===== config.mk =====
export PLATFORM = sky130hd
export DESIGN_NAME = pjesetuesi_16b
export DESIGN_NICKNAME = d
export VERILOG_FILES = /design/src/rtl/pjesetuesi_16b.sv
export SDC_FILE = /design/constraint.sdc
export NUM_CORES = 1
export LEC_CHECK = 0
export BUFFER_PORTS_ARGS = -buffer_cell sky130_fd_sc_hd__buf_2
export CAP_MARGIN = 20
export CORE_MARGIN = 2
export CORE_UTILIZATION = 57
export CTS_BUF_LIST = sky130_fd_sc_hd__clkbuf_4 sky130_fd_sc_hd__clkbuf_8
export CTS_CLUSTER_DIAMETER = 40
export DETAILED_ROUTE_END_ITERATION = 8
export GPL_TIMING_DRIVEN = 0
export PLACE_DENSITY = 0.82
export SETUP_SLACK_MARGIN = 0.2
export SKIP_CTS_REPAIR_TIMING = 1
export SLEW_MARGIN = 20
export SYNTH_ARGS = -nofsm -noshare
export SYNTH_HDL_FRONTEND = slang
export SYNTH_SLANG_ARGS = --single-unit

===== constraint.sdc =====
create_clock -name clk -period 2.71 [get_ports clk]
set_input_delay 0.1355 -clock clk [delete_from_list [all_inputs] [get_ports clk]]
set_output_delay 0.1355 -clock clk [all_outputs]
set_load 0.02 [all_outputs]

===== src/rtl/pjesetuesi_16b.sv =====
// Sequential unsigned restoring divider: one quotient bit per clock by trial subtraction.
// Returns quotient, remainder and a divide-by-zero flag with a one-cycle done pulse.
module pjesetuesi_16b #(
    parameter int unsigned WIDTH = 16
) (
    input  logic             clk,
    input  logic             rst_n,
    input  logic             start,
    input  logic [WIDTH-1:0] A,
    input  logic [WIDTH-1:0] B,
    output logic             busy,
    output logic             done,
    output logic [WIDTH-1:0] HERESI,
    output logic [WIDTH-1:0] MBETJA,
    output logic             div_zero
);

    localparam int unsigned CntW = $clog2(WIDTH + 1);

    typedef enum logic [1:0] {
        StIdle,
        StRun,
        StDone
    } state_e;

    state_e           state_q, state_d;
    logic [WIDTH-1:0] quo_q, quo_d;
    logic [WIDTH-1:0] rem_q, rem_d;
    logic [WIDTH-1:0] dvs_q, dvs_d;
    logic [CntW-1:0]  cnt_q, cnt_d;
    logic             dz_q, dz_d;
    logic [WIDTH:0]   shifted;
    logic [WIDTH:0]   trial;

    always_comb begin
        state_d = state_q;
        quo_d   = quo_q;
        rem_d   = rem_q;
        dvs_d   = dvs_q;
        cnt_d   = cnt_q;
        dz_d    = dz_q;
        // Remainder stays below the divisor, so the shifted value needs one extra bit.
        shifted = {rem_q, quo_q[WIDTH-1]};
        trial   = shifted - {1'b0, dvs_q};

        unique case (state_q)
            StIdle: begin
                if (start) begin
                    if (B == '0) begin
                        quo_d   = '1;
                        rem_d   = A;
                        dz_d    = 1'b1;
                        state_d = StDone;
                    end else begin
                        quo_d   = A;
                        dvs_d   = B;
                        rem_d   = '0;
                        cnt_d   = CntW'(WIDTH);
                        dz_d    = 1'b0;
                        state_d = StRun;
                    end
                end
            end
            StRun: begin
                quo_d = {quo_q[WIDTH-2:0], ~trial[WIDTH]};
                rem_d = trial[WIDTH] ? shifted[WIDTH-1:0] : trial[WIDTH-1:0];
                cnt_d = cnt_q - CntW'(1);
                if (cnt_q == CntW'(1)) begin
                    state_d = StDone;
                end
            end
            StDone: begin
                state_d = StIdle;
            end
            default: begin
                state_d = StIdle;
            end
        endcase
    end

    always_ff @(posedge clk) begin
        if (!rst_n) begin
            state_q <= StIdle;
            quo_q   <= '0;
            rem_q   <= '0;
            dvs_q   <= '0;
            cnt_q   <= '0;
            dz_q    <= 1'b0;
        end else begin
            state_q <= state_d;
            quo_q   <= quo_d;
            rem_q   <= rem_d;
            dvs_q   <= dvs_d;
            cnt_q   <= cnt_d;
            dz_q    <= dz_d;
        end
    end

    assign busy     = (state_q == StRun);
    assign done     = (state_q == StDone);
    assign HERESI   = quo_q;
    assign MBETJA   = rem_q;
    assign div_zero = dz_q;

endmodule


==> flow_summary.ini <==
[outcome]
outcome = finished with violations
violations = setup timing

[global_routing]
grt_max_degree = 18
antenna_found_initial = 0
use_met3_pct = 3.956
grt_pass1_vias = 3149
grt_overflow_total = 0
met1_usage_pct = 37.81
grt_pass1_wl_um = 15010
met2_usage_pct = 51.89
grt.busiest_layer = met2
grt_usage_pct = 29.45

[timing]
final.setup_skew_ns = 0.01008
tightest_slew_ns = 0.9522
hold_viol_final = 0
min_period_ns = 2.761
postLayoutSetupSlackWorst_ns = -0.05096
maxSlewHeadroom_pct = 36.03
rsz0062_at_grt = true
finalSetupTns_ns = -0.2114
period_share_pct = 101.9
holdWs_ns = 0.06884
setup_viol = 7
slew_violations = 0
fmax_mhz = 362.2

[clocking]
root_buffer = clkbuf_8
cts_tree = yes
htree_levels = 2
clkSinkCount = 56
clkLatencyLatePin_ns = 0.32
cts_made_buffers = 5
clk_pin_slew_worst_paths_ns = 0.10
clock_path_buffers = 2

[place]
gp_congestion = 0.8923
dp_hpwl_um = 7377
dp.cells = 598
port_buffers = 69

[synth]
synthFlopType = dfxtp_1
synth.cell_area_um2 = 3438
synth_edf_count = 0
synth_seq_area_share_pct = 32.61
ys_seq_elements = 56
async_flop_share_pct = 0
ys_warn_count = 0
syn-num-nets = 508
synth_area_per_cell_um2 = 7.573
synth_cell_types = 50
synthCells = 454

[flow_run]
max_cap_viol_count = 0

[layout]
final_cell_mix = nand2_1 (106), buf_2 (71), dfxtp_1 (53), o21ai_0 (29), inv_1 (22)
multi_input_area_um2 = 2156
nets = 590
layout_commonest_cell = nand2_1
syn_to_final_growth_pct = 19.58
fillers = 507
diodes = 0
finalNonFillerCells = 612
seq_area_um2 = 1127
drive_gt1_share_pct = 19.55

[setup_path]
crit_fanout = 5
worstRegToRegCells = 11
critPathLaunchType = register
r2r_setup_slack_ns = -0.05
worstPathRequired_ns = 2.95
critPathArrivalTime_ns = 3.00
rr_endpoint = MBETJA[0]
r2r-start = HERESI[15]
worstSetupPathType = register to register
end_kind = register

[floorplanning]
pin_count = 70
die_h_um = 81.67
dieArea_um2 = 6669
coreArea_um2 = 5886
fp.dieW_um = 81.67
rows = 28
start_util_pct = 58.42

[routing]
drt-initial-drc-count = 271
dr.pass1.iters = 5
drc = 0
vias = 3690
wl_per_cell_um = 16.15
ant_nets = 0
wl_um = 9883
via_per_inst = 6.029

[power]
leakage_uw = 0.001776
ir_worst_vdd_mv = 0.7186
totalPowerFinal_uw = 3262
p_per_area_nw_per_um2 = 793.4

[worst_hold_path]
worstHoldPathCells = 3
min_to = dvs_q[12]
hold_path_class = primary input to register
hp-start = B[12]
==> critical path, stage by stage, from the launching register on <==
cell      delay (ns)
dfxtp_4         0.37
inv_4           0.07
ha_4            0.14
fa_2            0.23
nor2b_2         0.06
o31a_1          0.34
o211ai_1        0.30
nand2_1         0.17
o311ai_4        0.35
buf_12          0.18
mux2_4          0.31
o22ai_4         0.15
==> power by group <==
part | switching, uW | internal [uW] | total, uW
Sequential | 90.2 | 914 | 1000
Combinational | 976 | 801 | 1780
Clock | 286 | 195 | 481
Total | 1350 | 1910 | 3260
==> registers in the layout, summed over array words and instances, names as in the netlist <==
register	count
div_zero	1
dvs_q	16
MBETJA	16
state_q	2
cnt_q	5
HERESI	16
==> cell usage after synthesis, types with 6 or more instances <==
cell type  number  share of area (%)
nand2_1       106                 12
a21boi_0       19                4.1
a21oi_1        12                1.7
nand3_1        12                1.7
xor2_1          8                2.0
clkbuf_1       19                2.1
o21ai_0        31                4.5
a21o_1          6                1.3
o31ai_1        13                2.8
dfxtp_1        56                 33
a31oi_1        17                3.1
o211ai_1        6                1.3
o21a_1          6                1.3
inv_1          23                2.5
ha_1           18                6.6
nor3_1          9                1.3
nor2_1         17                1.9
o311ai_0        8                2.0
==> metrics by stage <==
step	cell area, um2	util (%)	setup WS, ns
6_report	4111	69.86	-0.05096
5_1_grt	4111	69.86	-0.07956
4_1_cts	3970	67.45	-0.1899
3_5_place_dp	3877	65.88	-0.1216
3_3_place_gp	3877	65.88	-0.09442
2_1_floorplan	3438	-	0.2336
==> worst max path at each step <==
stage                    start   endpoint  slack [ns]
finish              HERESI[15]  MBETJA[0]       -0.05
global route        HERESI[15]  MBETJA[3]       -0.08
CTS                 HERESI[15]  MBETJA[0]       -0.19
detailed placement  HERESI[15]  MBETJA[0]       -0.12
global placement    HERESI[15]  MBETJA[0]       -0.09
floorplan           MBETJA[12]  MBETJA[0]        0.23
==> cell type report <==
| class | instances | area share [%] |
|---|---|---|
| clock inverters | 2 | 0.3956 |
| multi-input cells | 347 | 52.43 |
| well taps | 75 | 2.282 |
| inverters | 24 | 2.252 |
| flip-flops and latches | 56 | 27.42 |
| repair buffers | 75 | 10.23 |
| clock buffers | 6 | 1.856 |
| plain buffers | 27 | 3.135 |
==> cells by family (layout without fill, tap and decap cells) <==
family / after synthesis / after routing / share of synthesized area, %
simple gates: 171 / 171 / 21.47
compound gates: 139 / 139 / 27.73
flops: 56 / 56 / 32.61
buf+inv: 51 / 134 / 6.186
fa+ha+maj: 19 / 19 / 7.133
xor+xnor: 12 / 12 / 3.057
mux: 6 / 6 / 1.820
==> layer usage <==
metal	vias to the layer above	wire (um)
met5	-	0
met4	0	203
met3	23	586
met2	152	4861
met1	1735	4232
li1	1780	-
Power figures use the tool's default switching activity.
